--- config.mk ---
export PLATFORM = sky130hd
export DESIGN_NAME = mem_port_arbiter
export DESIGN_NICKNAME = d
export VERILOG_FILES = /design/src/rtl/mem_port_arbiter.sv
export SDC_FILE = /design/constraint.sdc
export NUM_CORES = 1
export LEC_CHECK = 0
export CAP_MARGIN = 15
export CORE_MARGIN = 8
export CORE_UTILIZATION = 30
export DETAILED_ROUTE_END_ITERATION = 12
export GPL_TIMING_DRIVEN = 0
export PLACE_DENSITY_LB_ADDON = 0.1
export SYNTH_ARGS = -nofsm -noshare
export SYNTH_HDL_FRONTEND = slang
export SYNTH_SLANG_ARGS = --single-unit
--- constraint.sdc ---
create_clock -name clk -period 6.91 [get_ports clk]
set_input_delay 1.7275 -clock clk [delete_from_list [all_inputs] [get_ports clk]]
set_output_delay 1.7275 -clock clk [all_outputs]
set_load 0.005 [all_outputs]
--- src/rtl/mem_port_arbiter.sv ---
// Round-robin arbiter that shares one Memory between N_REQ clients. The read
// and write ports are arbitrated independently, and each supports a bounded lock.

module mem_port_arb #(
  parameter  int N_REQ    = 4,
  parameter  int MAX_LOCK = 16,
  localparam int IW       = (N_REQ > 1) ? $clog2(N_REQ) : 1,
  localparam int CW       = (MAX_LOCK > 0) ? $clog2(MAX_LOCK + 1) : 1
) (
  input  logic             clk,
  input  logic             rst_n,
  input  logic [N_REQ-1:0] req,
  input  logic [N_REQ-1:0] lock,
  output logic [N_REQ-1:0] gnt,
  output logic [IW-1:0]    gnt_idx
);
  // With a single requester, locking is meaningless, so the lock path is disabled.
  localparam bit LOCK_EN = (N_REQ > 1);

  logic [IW-1:0]    ptr, own, win;
  logic             own_vld, found;
  logic [CW-1:0]    cnt;
  logic [N_REQ-1:0] elig;

  always_comb begin
    int j;
    j     = 0;
    elig  = req;
    found = 1'b0;
    win   = '0;
    // At the limit, the owner sits out one normal round. Otherwise only the owner may win.
    if (own_vld) begin
      if (cnt == CW'(MAX_LOCK)) elig[own] = 1'b0;
      else                      elig = req & (N_REQ'(1) << own);
    end
    for (int o = 0; o < N_REQ; o++) begin
      j = (int'(ptr) + o) % N_REQ;
      if (!found && elig[IW'(j)]) begin
        found = 1'b1;
        win   = IW'(j);
      end
    end
  end

  assign gnt     = (found ? (N_REQ'(1) << win) : '0) & {N_REQ{rst_n}};
  assign gnt_idx = win;

  always_ff @(posedge clk or negedge rst_n) begin
    if (!rst_n) begin
      ptr     <= '0;
      own     <= '0;
      own_vld <= 1'b0;
      cnt     <= '0;
    end else if (found) begin
      ptr     <= (win == IW'(N_REQ - 1)) ? '0 : win + 1'b1;
      own     <= win;
      own_vld <= LOCK_EN && lock[win];
      cnt     <= (own_vld && own == win && lock[win]) ? cnt + 1'b1 : '0;
    end else begin
      // No grant means either the bus is idle or the owner has left, so the lock is dropped.
      own_vld <= 1'b0;
      cnt     <= '0;
    end
  end
endmodule

module mem_port_arbiter #(
  parameter  int N_REQ    = 4,
  parameter  int DEPTH    = 10,
  parameter  int WIDTH    = 16,
  parameter  int MAX_LOCK = 16,
  localparam int IW       = (N_REQ > 1) ? $clog2(N_REQ) : 1
) (
  input  logic                   clk,
  input  logic                   rst_n,
  input  logic [N_REQ-1:0]       rd_req,
  input  logic [N_REQ-1:0]       rd_lock,
  input  logic [N_REQ*DEPTH-1:0] rd_addr,
  output logic [N_REQ-1:0]       rd_gnt,
  output logic [N_REQ-1:0]       rd_valid,
  output logic [WIDTH-1:0]       rd_data,
  input  logic [N_REQ-1:0]       wr_req,
  input  logic [N_REQ-1:0]       wr_lock,
  input  logic [N_REQ*DEPTH-1:0] wr_addr,
  input  logic [N_REQ*WIDTH-1:0] wr_data,
  output logic [N_REQ-1:0]       wr_gnt,
  output logic [DEPTH-1:0]       mem_read_addr,
  output logic [DEPTH-1:0]       mem_write_addr,
  output logic [WIDTH-1:0]       mem_data_in,
  output logic                   mem_write_enable,
  input  logic [WIDTH-1:0]       mem_data_out
);
  // Port 0 is the read port and port 1 is the write port.
  logic [1:0][N_REQ-1:0] req_v, lock_v, gnt_v;
  logic [1:0][IW-1:0]    idx_v;

  assign req_v  = {wr_req, rd_req};
  assign lock_v = {wr_lock, rd_lock};

  for (genvar g = 0; g < 2; g++) begin : g_port
    mem_port_arb #(.N_REQ(N_REQ), .MAX_LOCK(MAX_LOCK)) u_arb (
      .clk     (clk),
      .rst_n   (rst_n),
      .req     (req_v[g]),
      .lock    (lock_v[g]),
      .gnt     (gnt_v[g]),
      .gnt_idx (idx_v[g])
    );
  end

  assign rd_gnt           = gnt_v[0];
  assign wr_gnt           = gnt_v[1];
  assign mem_write_enable = |wr_gnt;
  assign mem_read_addr    = (|rd_gnt) ? rd_addr[idx_v[0]*DEPTH +: DEPTH] : '0;
  assign mem_write_addr   = (|wr_gnt) ? wr_addr[idx_v[1]*DEPTH +: DEPTH] : '0;
  assign mem_data_in      = (|wr_gnt) ? wr_data[idx_v[1]*WIDTH +: WIDTH] : '0;
  assign rd_data          = mem_data_out;

  // Memory registers the read address, so the data returns one cycle after the grant.
  always_ff @(posedge clk or negedge rst_n) begin
    if (!rst_n) rd_valid <= '0;
    else        rd_valid <= rd_gnt;
  end
endmodule

# After elaboration in Yosys (flattened, before gate mapping)
# Cells that the tools add are included.
[totals]
inputBits = 178
output_inout_bits = 65
wordCells = 141
reg_bits = 24
[op_classes]
add_sub_neg = 10
bitwise = 8
multipliers = 2
muxes = 65
n_eq_ne = 6
n_shift = 7
n_reduce_logical = 20
order_cmp = 14
[op_table]
columns = ["operator", "count"]
rows = [
  ["$shiftx 40x7->10", 2],
  ["$shiftx 64x7->16", 1],
  ["$lt 2x4->1 const B", 8],
  ["$mux 1", 30],
  ["$and 4x4->4", 6],
  ["$mux 4", 6],
  ["$bmux 1 s2", 10],
  ["$mux 10", 2],
  ["$mux 2", 10],
  ["$mux 5", 4],
  ["$mux 16", 1],
  ["$shl 1x2->4 const A", 4],
  ["$logic_and 1x1->1", 12],
  ["$lt 2x3->1 const B", 4],
  ["$add 5x1->5 const B", 2],
  ["$eq 5x5->1 const B", 2],
  ["$mul 2x3->5 const B", 2],
  ["$add 2x1->2 const B", 4],
  ["$add 2x2->2 const B", 4],
  ["$not 4->4", 2],
  ["$reduce_or 4->1", 2],
  ["$logic_not 1->1", 6],
  ["$demux 1 s2", 2],
  ["$eq 2x2->1", 2],
  ["other kinds (2)", 4],
]

# Depth between registers and ports, before layout
# Gate-level depths: netlist (run 1).
[logic_depth]
ltp_word = 26
mapped_depth = 15
mapped_depth_nobuf = 12

# Modules after synthesis
# Synthesis (run 1) repeated with hierarchy kept, for this count alone.
[hier_totals]
hier_cells = 278
area_unflattened_um2 = 3029.2
[modules_own_cells]
columns = ["mod", "seq_area_each_um2", "n_inst", "cells_each", "area_per_inst_um2"]
rows = [
  ["mem_port_arbiter", 100.1, 1, 106, 1400.1],
  ["mem_port_arb (g_port[0].u_arb)", 250.2, 1, 88, 839.6],
  ["mem_port_arb (g_port[1].u_arb)", 250.2, 1, 84, 789.5],
]

# Least setup slack after synthesis (run 1)
# Ideal clock, no wire load.
[synth_timing]
path_type = "input to output"
from = "input port wr_req[1]"
to = "output port mem_data_in[10]"
required_ns = 5.182
t_arrival_ns = 3.600
n_path_buf = 2
slack_ns = 1.582
path_stages = 10
cell_sequence = "o21a_1 -> a21oi_1 -> o221ai_2 -> clkbuf_1 -> inv_1 -> ha_1 -> nor4_1 -> nor2_1 -> clkbuf_1 -> and2_1"
[synth_via]
elab_chain_cells = 21
elab_cells_between_ends = 36
cone_classes = "2 x shift; 24 x mux; 3 x bitwise; 7 x reduce/logical"
[synth_lines]
columns = ["item", "line_no", "rtl"]
rows = [
  ["from (decl)", "82", "input logic [N_REQ-1:0] wr_req,"],
  ["$and 4x4->4, on equally long branches", "n/a", ""],
  ["$mux 4", "33", "if (cnt == CW'(MAX_LOCK)) elig[own] = 1'b0;"],
  ["$mux 4 (*)", "32", "if (own_vld) begin"],
  ["$bmux 1 s2", "38", "if (!found && elig[IW'(j)]) begin"],
  ["$mux 1 (implied by the code) (2 in series)", "38", ""],
  ["$mux 1", "38", ""],
  ["$logic_not 1->1", "38", ""],
  ["$logic_and 1x1->1", "38", ""],
  ["(+6 left out)", "n/a", ""],
  ["$mux 2 (*)", "38", ""],
  ["via g_port[1].u_arb.gnt_idx[1]", "15", "output logic [IW-1:0] gnt_idx"],
  ["$shl 1x2->4 (*)", "45", "assign gnt = (found ? (N_REQ'(1) << win) : '0) & {N_REQ{rst_n}};"],
  ["$mux 4 (*)", "45", ""],
  ["$and 4x4->4 (*)", "45", ""],
  ["$reduce_or 4->1 (*)", "n/a", ""],
  ["via mem_write_enable", "90", "output logic mem_write_enable,"],
  ["$mux 16 (*)", "116", "assign mem_data_in = (|wr_gnt) ? wr_data[idx_v[1]*WIDTH +: WIDTH] : '0;"],
  ["to (decl)", "89", "output logic [WIDTH-1:0] mem_data_in,"],
]
# The timed path passes the listed nets; every way through them passes the cells marked *. The select of a mux whose other input is x is not followed.

# Final worst setup path (run 1)
[layout_timing]
from = "input port wr_req[1]"
to = "output port mem_data_in[10]"
[layout_via]
elab_chain_cells = 21
elab_cells_between_ends = 36
cone_classes = "2 x shift; 24 x mux; 3 x bitwise; 7 x reduce/logical"
[layout_lines]
columns = ["item", "line_no"]
rows = [
  ["$and 4x4->4, on equally long branches", "n/a"],
  ["$mux 4", "33"],
  ["$mux 4 (*)", "32"],
  ["$bmux 1 s2", "38"],
  ["$mux 1 (implied by the code) (2 in series)", "38"],
  ["$mux 1", "38"],
  ["$logic_not 1->1", "38"],
  ["$logic_and 1x1->1", "38"],
  ["(+2 left out)", "n/a"],
  ["$logic_and 1x1->1", "38"],
  ["$mux 1", "38"],
  ["$logic_not 1->1", "38"],
  ["$logic_and 1x1->1", "38"],
  ["$mux 2 (*)", "38"],
  ["via g_port[1].u_arb.gnt_idx[1]", "15"],
  ["parallel branches: the longest is 4 deep, another holds $shiftx 64x7->16", "n/a"],
  ["$mux 16 (*)", "116"],
]
# Mark *: on every way through the listed nets, which the timed path passes. The select of a mux whose other input is x is not followed.

==> summary by stage, run 1 <==
Run status
The run finished with clean final reports.

Placement
The weighted congestion reported at the end of routability-driven placement is 0.812. The post-DP HPWL is 11300 um. The quantity of I/O buffers inserted on ports is 226.

Power and ir drop
The cell-internal power is 1100 uW. The cell leakage power is 0.00215 uW. The power per unit of standard cell area is 339 nW/um2. The share of power burned in the clock network is 6.7%.

Registers are responsible for 12.8% of the overall power. The worst IR drop on VDD is 0.226 mV. Net switching is 39.7% of the power.

Combinational logic is responsible for 80.5% of the overall power. The total net switching power is 727 uW.

GRT
The initial antenna violation count is 0. For this run the aggregate overflow at the end of global routing stands at 0. In the global route stage, overall resource usage came out at 19.2%. Entering global routing, the biggest net connects 20 pins. The global-route wire length before repair is 19700 um.

The number of global-route vias before repair is 3459.

Setup path
The slowest stage cell on the critical path is sky130_fd_sc_hd__clkdlybuf4s50_1. The critical path start-end classification is in -> out. In this run the worst path has a maximum fanout of 11. The required time of the critical path is 5.18 ns. The critical path goes through clkdlybuf4s50_1 > o21a_1 > a21oi_1 > o221ai_2 > clkbuf_2 > inv_1 > ha_1 > nor4_1 > nor2_2 > clkbuf_2 > and2_1 > clkdlybuf4s50_1.

The critical path launch point type is an input pin. For this run, the slowest stage of the critical path takes 0.51 ns. Data on the critical path arrives at its endpoint at 4.94 ns. The number of cells on the worst reg-to-reg path is 12. The critical path capture point type is an output port.

Clock network
The number of cells upsized or downsized after cts is 2. The clock insertion delay at the later pin of the skew report is 0.27 ns. The buffer count from post-CTS setup fixing is 0. The root buffer cell chosen for the clock tree is sky130_fd_sc_hd__clkbuf_8.

Counting along the longest clock path gives a buffer depth of 2. The H-tree depth reported by CTS is 1. Clock-pin slew was measured on the worst setup and hold paths at 0.09 ns. TritonCTS built the clock tree. The total clock buffers created by CTS is 3. The number of hold buffers added after cts is 0. The clock sink count is 24.

Synthesis
The fraction of the mapped netlist area in simple logic gates is 19.1%. After synthesis, flip-flops and latches occupy 20.9% of the total area. In the synthesized netlist the dominant register cell turns out to be sky130_fd_sc_hd__dfrtp_1.

In this run, synthesis produced a sequential element count of 24. After synthesis, the largest family of logic cells by area is multiplexers. Summing every instance area after synthesis gives 2880 um2.

The adder-cell share of the synthesized area is 3.48%. The multiplexer area fraction after synthesis is 31.4%. Yosys mapped a number of flops with a built-in enable equal to 0. Of the post-synthesis cell area, the dominant cell type holds 20.9%.

After synthesis, the cell types taking the most area are sky130_fd_sc_hd__dfrtp_1 (21%), sky130_fd_sc_hd__mux4_2 (20%), sky130_fd_sc_hd__and2_1 (6.1%). Of all flip-flops after synthesis, the portion carrying an async set or reset was 100%. Summing the areas of all compound-gate instances in the mapped netlist gives 10.4% of the synthesized area. The synthesized design spends more area on one cell type than any other, namely sky130_fd_sc_hd__dfrtp_1. The net count of the mapped netlist is 474. The most used standard cell by instance count after synthesis is sky130_fd_sc_hd__and2_1. The number of warnings reported in the yosys synthesis log is 0. The synthesized netlist cell count is 288. The count of unique library cells instantiated by Yosys is 52. The average footprint of a synthesized cell is 9.99 um2. The parity-gate share of the synthesized area counting xor and xnor cells is 4.57%. After synthesis, the most frequently instantiated cells are sky130_fd_sc_hd__and2_1 (28), sky130_fd_sc_hd__mux4_2 (26), sky130_fd_sc_hd__dfrtp_1 (24).

Timing
Headroom to the max-slew limit came out at 56.7%. The final period demand of the worst path is 6.66 ns. Across the routed clock network, the largest skew measured is 0.00182 ns.

The highest clock rate is 0.150 GHz. After layout, the worst path uses 96.4% of the clock period. The total of endpoints with negative setup slack in the final report is 0. Setup repair after global routing left no endpoint under its margin.

The final hold violation count is 0. For the pin with the worst max-slew slack, the measured transition is 0.647 ns. Hold timing on the final database bottoms out at a slack of 0.502 ns.

The number of max-slew violations in the final report was 0.

Die
The placement row count is 35. The height of the chip is 114 um. The area enclosed by the die boundary is 13000 um2. Pin placement for this block handled 243 I/O pins.

The die span in x is 114 um. The initial standard-cell utilization of the core is 31.0%. The core region is 9280 um2.

Layout
Cells fill 58.2% of the core in the end. The net count of the finished layout is 706. The repair_antennas step left the layout with diodes totalling 0. After filler insertion, the fill cell instance count of the layout stands at 856.

The synthesis-to-layout area growth is 87.8%. The fraction of layout cells with a size suffix above 1 is 15.4%.

Detailed routing
The number of detailed-routing iterations run before antenna repair is 4. The routed wirelength normalized by instance count is 19.8 um. In the routed design, unresolved DRC markers number 0.

The count of nets left with antenna violations once routing finished came out at 0. The total routed wirelength is 12800 um. After the first detailed-routing iteration, the DRC count stood at 115. The detailed-route via count is 3145. After detailed routing, the number of vias per cell comes to 4.85.

Run
Max-cap violations in this run came to 0.

Min path
The worst min-delay path category is reg -> reg. Along the worst hold path, the cell count comes to 1.
-- cells by family (layout without fill, tap and decap cells) --
family / Yosys count / in the layout
AO/OA/AOI/OAI: 43 / 43
XOR/XNOR: 15 / 15
adder cells (fa/ha/maj): 8 / 8
buffers and inverters: 49 / 280
flip-flops: 24 / 24
multiplexers: 55 / 55
AND/OR/NAND/NOR: 94 / 94
-- placed cells by master, fill, tap and decap left out, types with 3 or more instances in the layout --
cell / netlist / routed
sky130_fd_sc_hd__clkdlybuf4s50_1: 0 / 226
sky130_fd_sc_hd__and2_1: 28 / 28
sky130_fd_sc_hd__mux4_2: 26 / 26
sky130_fd_sc_hd__dfrtp_1: 24 / 24
sky130_fd_sc_hd__buf_4: 18 / 18
sky130_fd_sc_hd__mux2i_1: 15 / 15
sky130_fd_sc_hd__inv_1: 14 / 14
sky130_fd_sc_hd__nor2_1: 13 / 12
sky130_fd_sc_hd__xnor2_1: 11 / 11
sky130_fd_sc_hd__mux2_2: 11 / 11
sky130_fd_sc_hd__nand2_1: 10 / 10
sky130_fd_sc_hd__a211oi_1: 10 / 10
sky130_fd_sc_hd__o21ai_0: 9 / 9
sky130_fd_sc_hd__nand3_1: 8 / 8
sky130_fd_sc_hd__ha_1: 8 / 8
sky130_fd_sc_hd__and3_1: 7 / 7
sky130_fd_sc_hd__nor3b_1: 7 / 7
sky130_fd_sc_hd__o21ai_1: 6 / 6
sky130_fd_sc_hd__buf_6: 5 / 5
sky130_fd_sc_hd__clkbuf_1: 7 / 5
sky130_fd_sc_hd__nor4_1: 5 / 5
sky130_fd_sc_hd__xor2_1: 4 / 4
sky130_fd_sc_hd__o21a_1: 3 / 3
sky130_fd_sc_hd__buf_2: 3 / 3
sky130_fd_sc_hd__clkbuf_8: 0 / 3
-- metrics by stage --
step | power (uW) | instance area [um2] | TNS, ns | setup slack [ns] | cells
detailed placement | 1730 | 5330 | -2.58 | -0.288 | 644
global route | 1990 | 5410 | 0 | 0.0218 | 648
floorplan | 1130 | 2880 | 0 | 1.58 | 288
CTS | 1860 | 5400 | 0 | 0.130 | 648
finish | 1830 | 5410 | 0 | 0.247 | 648
global placement | 1710 | 5300 | -2.51 | -0.292 | 643
-- state kept, by name, indices dropped and copies added (netlist names) --
register / flops
g_port.u_arb.cnt: 10
g_port.u_arb.ptr: 4
g_port.u_arb.own: 4
g_port.u_arb.own_vld: 2
rd_valid: 4
-- area by class of cell --
cell class / instances / area, um2 / share of cell area (%)
inverter: 15 / 56.3 / 1.04
tap: 129 / 161 / 2.99
clock buffer: 3 / 41.3 / 0.764
clock inverter: 1 / 30.0 / 0.556
sequential: 24 / 601 / 11.1
multi-input combinational: 215 / 1990 / 36.8
timing repair buffer: 227 / 2290 / 42.4
buffer: 34 / 239 / 4.42
-- power by group through the flow --
stage               combinational [uW]  clock (uW)  sequential [uW]
detailed placement                1490           0              235
global route                      1620         129              241
finish                            1470         123              234
global placement                  1480           0              231
floorplan                          903           0              223
CTS                               1500         125              232
-- worst max-delay path, delay by kind of cell --
family / cells / cell delay (ns)
buf+inv: 5 / 1.69
compound gates: 3 / 0.63
simple gates: 3 / 0.66
fa+ha+maj: 1 / 0.21
-- path summary, 6_finish.rpt --
path,startpoint,to,slack (ns)
max in group asynchronous,rst_n,g_port[1].u_arb.ptr[1]$_DFFE_PN0P_,4.55
worst min-delay path,g_port[0].u_arb.cnt[0]$_DFF_PN0_,g_port[0].u_arb.cnt[0]$_DFF_PN0_,0.50
worst max register to register,g_port[1].u_arb.cnt[0]$_DFF_PN0_,g_port[1].u_arb.ptr[1]$_DFFE_PN0P_,3.94
worst max-delay path,wr_req[1],mem_data_in[10],0.25
min in group asynchronous,rst_n,g_port[0].u_arb.ptr[0]$_DFFE_PN0P_,1.85
worst min register to register,g_port[0].u_arb.cnt[0]$_DFF_PN0_,g_port[0].u_arb.cnt[0]$_DFF_PN0_,0.50
-- per-layer routing --
| metal | track usage [%] | routed length (um) | part of all wire, % | up-vias |
|---|---|---|---|---|
| met2 | 36.9 | 7040 | 55 | 132 |
| met4 | 2.66 | 109 | 0.85 | 0 |
| met5 | 0 | 0 | 0 | - |
| li1 | - | - | - | 1517 |
| met3 | 6.76 | 1140 | 8.9 | 6 |
| met1 | 19.8 | 4540 | 35 | 1490 |
Power figures use the tool's default switching activity.
==> inputs of run 2 (changes only) <==
- clock period: 6.91 -> 6.75 ns (I/O delays scaled with it)
==> summary by stage, run 2 (synthesis results as in run 1) <==
Run status
The flow ran to the end, and the final reports show no timing, DRC or antenna violations.

Layout
The register with the most flip-flops in the final layout is g_port.u_arb.cnt. The antenna cell count is 0 (unchanged). The most common cell after layout, fill and taps aside is sky130_fd_sc_hd__clkdlybuf4s50_1. The flip-flop count of the largest register, all copies and words added came to 10 (unchanged). The final cell count without fillers came to 648 (unchanged). The synthesis-to-layout area growth is 87.9% (about the same). The fraction of layout cells with a size suffix above 1 came to 15.4% (unchanged). The number of nets in the layout was 706 (unchanged). The library cells used most frequently in the layout, excluding fill and tap cells, are sky130_fd_sc_hd__clkdlybuf4s50_1 (226), sky130_fd_sc_hd__and2_1 (28), sky130_fd_sc_hd__mux4_2 (26), sky130_fd_sc_hd__dfrtp_1 (24), sky130_fd_sc_hd__buf_4 (18).

The utilization after layout was 58.2% (about the same).

Timing
The total of endpoints with negative setup slack in the final report was 0 (unchanged). Based on the critical path, the design can be clocked at up to 0.153 GHz. The worst max-slew margin expressed relative to the limit is 56.7% (unchanged). The final period demand of the worst path is 6.51 ns. The worst path uses 96.5% of the clock period. The worst setup skew after layout is 0.00182 ns (unchanged). The final hold violation count is 0 (unchanged). The setup TNS is 0 ns (unchanged).

The hold slack was 0.502 ns (unchanged). The number of max-slew violations in the final report came to 0 (unchanged). The worst-margin pin slew is 0.647 ns (unchanged). Setup repair after global routing left no endpoint under its margin.

Setup path
The arrival time reported for the critical path endpoint is 4.83 ns (-0.11 ns). In this design, the largest share of critical-path delay is due to buffers and inverters. In this run the worst setup path terminates at mem_data_in[10]. The critical path start-end classification is in -> out.

The total stage count of the critical path was 12 (unchanged). The worst setup path is launched from an input pin. The first element of the critical path is wr_req[1]. Among all stages on the critical path, the largest delay is contributed by sky130_fd_sc_hd__clkdlybuf4s50_1. The count of buffer and inverter cells on the critical path is 5 (unchanged). The worst-case reg-to-reg path depth is 12 (unchanged). The critical path capture point type is an output port.

By instance count, the cell type seen most on the critical path is sky130_fd_sc_hd__clkdlybuf4s50_1. The required time of the critical path came to 5.06 ns (-0.12 ns). The largest stage delay on the critical path is 0.51 ns (about the same).

The critical path goes through clkdlybuf4s50_1 > o21a_1 > a21oi_1 > o221ai_2 > clkbuf_4 > inv_1 > ha_1 > nor4_1 > nor2_2 > clkbuf_2 > and2_1 > clkdlybuf4s50_1. The worst register-to-register path begins at g_port[1].u_arb.cnt[0]$_DFF_PN0_. In this run the critical register-to-register path is captured at g_port[1].u_arb.ptr[1]$_DFFE_PN0P_.

The highest net fanout along the worst path is 11 (unchanged). The worst reg-to-reg setup slack is 3.85 ns (-0.09 ns).

Min path
The worst min-delay path category is reg -> reg. The worst hold path begins at g_port[0].u_arb.cnt[0]$_DFF_PN0_.

Detailed routing
The count of routing violations after the opening detailed-route iteration was 115 (unchanged). The average via count per standard cell is 4.85 (unchanged). The detailed-route via count is 3145 (unchanged). The DRC violation count after routing is 0 (unchanged). The count of nets left with antenna violations after detail routing is 0 (unchanged).

The number of detailed-routing iterations run before antenna repair is 4 (unchanged). The total routed wirelength was 12800 um (unchanged). The routed wirelength normalized by instance count is 19.8 um (unchanged).

Die
The core outline area is 9280 um2 (unchanged). The area enclosed by the die boundary is 13000 um2 (unchanged). The placement row count is 35 (unchanged). The count of boundary I/O pins is 243 (unchanged). The initial standard-cell utilization of the core was 31.0% (unchanged).

The height of the chip is 114 um (unchanged). The die span in x was 114 um (unchanged).

GRT
The number of global-route vias before repair came to 3459 (unchanged). The maximum number of pins on one net before global-route repair is 20 (unchanged). The met3 capacity usage during global routing is 6.76% (unchanged).

The overall routing resource usage came to 19.2% (unchanged). The layer with the highest usage is met2. The global routing usage on met2 is 36.9% (unchanged).

The initial antenna violation count is 0 (unchanged). The residual overflow from global routing is 0 (unchanged). The met1 track demand over resource in global routing is 19.8% (unchanged). The global-route wire length before repair is 19700 um (unchanged).

Run
The total of max-cap violations came to 0 (unchanged).

Placement
The post-DP HPWL was 11300 um (unchanged). The total instance count after detailed placement is 644 (unchanged). The weighted congestion reported at the end of routability-driven placement is 0.812 (unchanged). The quantity of I/O buffers inserted on ports came to 226 (unchanged).

Clock network
The tree is rooted in a sky130_fd_sc_hd__clkbuf_8. TritonCTS built the clock tree. The total clock buffers created by CTS was 3 (unchanged). The H-tree depth reported by CTS is 1 (unchanged).

The clock edge transition at the registers on the reported setup and hold paths is 0.09 ns (about the same). The clock insertion delay at the later pin of the skew report is 0.27 ns (about the same). The maximum buffer depth of the clock tree is 2 (unchanged).

The clock sink count is 24 (unchanged).

Power and ir drop
The worst IR drop on VDD is 0.231 mV (+2.4%). The power per unit of standard cell area came to 347 nW/um2 (+2.4%). The cell leakage power was 0.00216 uW (about the same).
-- run 2: cell types whose count changed in the layout (fill, tap and decap cells not counted) --
cell                       previous run  this run
sky130_fd_sc_hd__clkbuf_2             2         1
sky130_fd_sc_hd__clkbuf_4             0         1
-- run 2: how the worst min path moves through the flow --
| stage | to | slack [ns] | cells past startpoint |
|---|---|---|---|
| 6_report | g_port[0].u_arb.cnt[0]$_DFF_PN0_ | 0.50 | 1 |
| 4_1_cts | g_port[1].u_arb.cnt[0]$_DFF_PN0_ | 0.51 | 1 |
| 3_3_place_gp | g_port[0].u_arb.cnt[0]$_DFF_PN0_ | 0.48 | 1 |
| 5_1_grt | g_port[0].u_arb.cnt[0]$_DFF_PN0_ | 0.54 | 1 |
| 3_5_place_dp | g_port[0].u_arb.cnt[0]$_DFF_PN0_ | 0.50 | 1 |
| 2_1_floorplan | g_port[1].u_arb.cnt[0]$_DFF_PN0_ | 0.46 | 1 |
-- run 2: power breakdown --
part / internal, uW / switching (uW)
clock: 79.3 / 46.6
sequential: 189 / 49.7
combinational: 863 / 648
total: 1130 / 745
-- run 2: timing repair --
action,CTS,global route
buffers inserted,0,0
gates resized for setup,2,3
pin swaps,0,0
endpoints found under the setup margin,20,19
hold buffers,0,0
-- run 2: layout make-up --
| type | count | area [um2] |
|---|---|---|
| Multi-Input combinational cell | 215 | 1990 |
| Sequential cell | 24 | 601 |
| Fill cell | 855 | 3880 |
| Clock inverter | 1 | 30.0 |
| Buffer | 34 | 241 |
| Clock buffer | 3 | 41.3 |
| Inverter | 15 | 56.3 |
| Tap cell | 129 | 161 |
| Timing Repair Buffer | 227 | 2290 |
-- run 2: metal layers --
metal  up-vias  wire, um
li1       1517         -
met5         -         0
met1      1490      4540
met4         0       109
met3         6      1140
met2       132      7040
-- run 2: metrics by stage --
stage	setup slack [ns]	area [um2]	power (uW)
global route	0.0222	5410	2040
finish	0.235	5410	1880
CTS	0.0505	5400	1900
global placement	-0.372	5300	1750
detailed placement	-0.368	5330	1770
floorplan	1.50	2880	1150
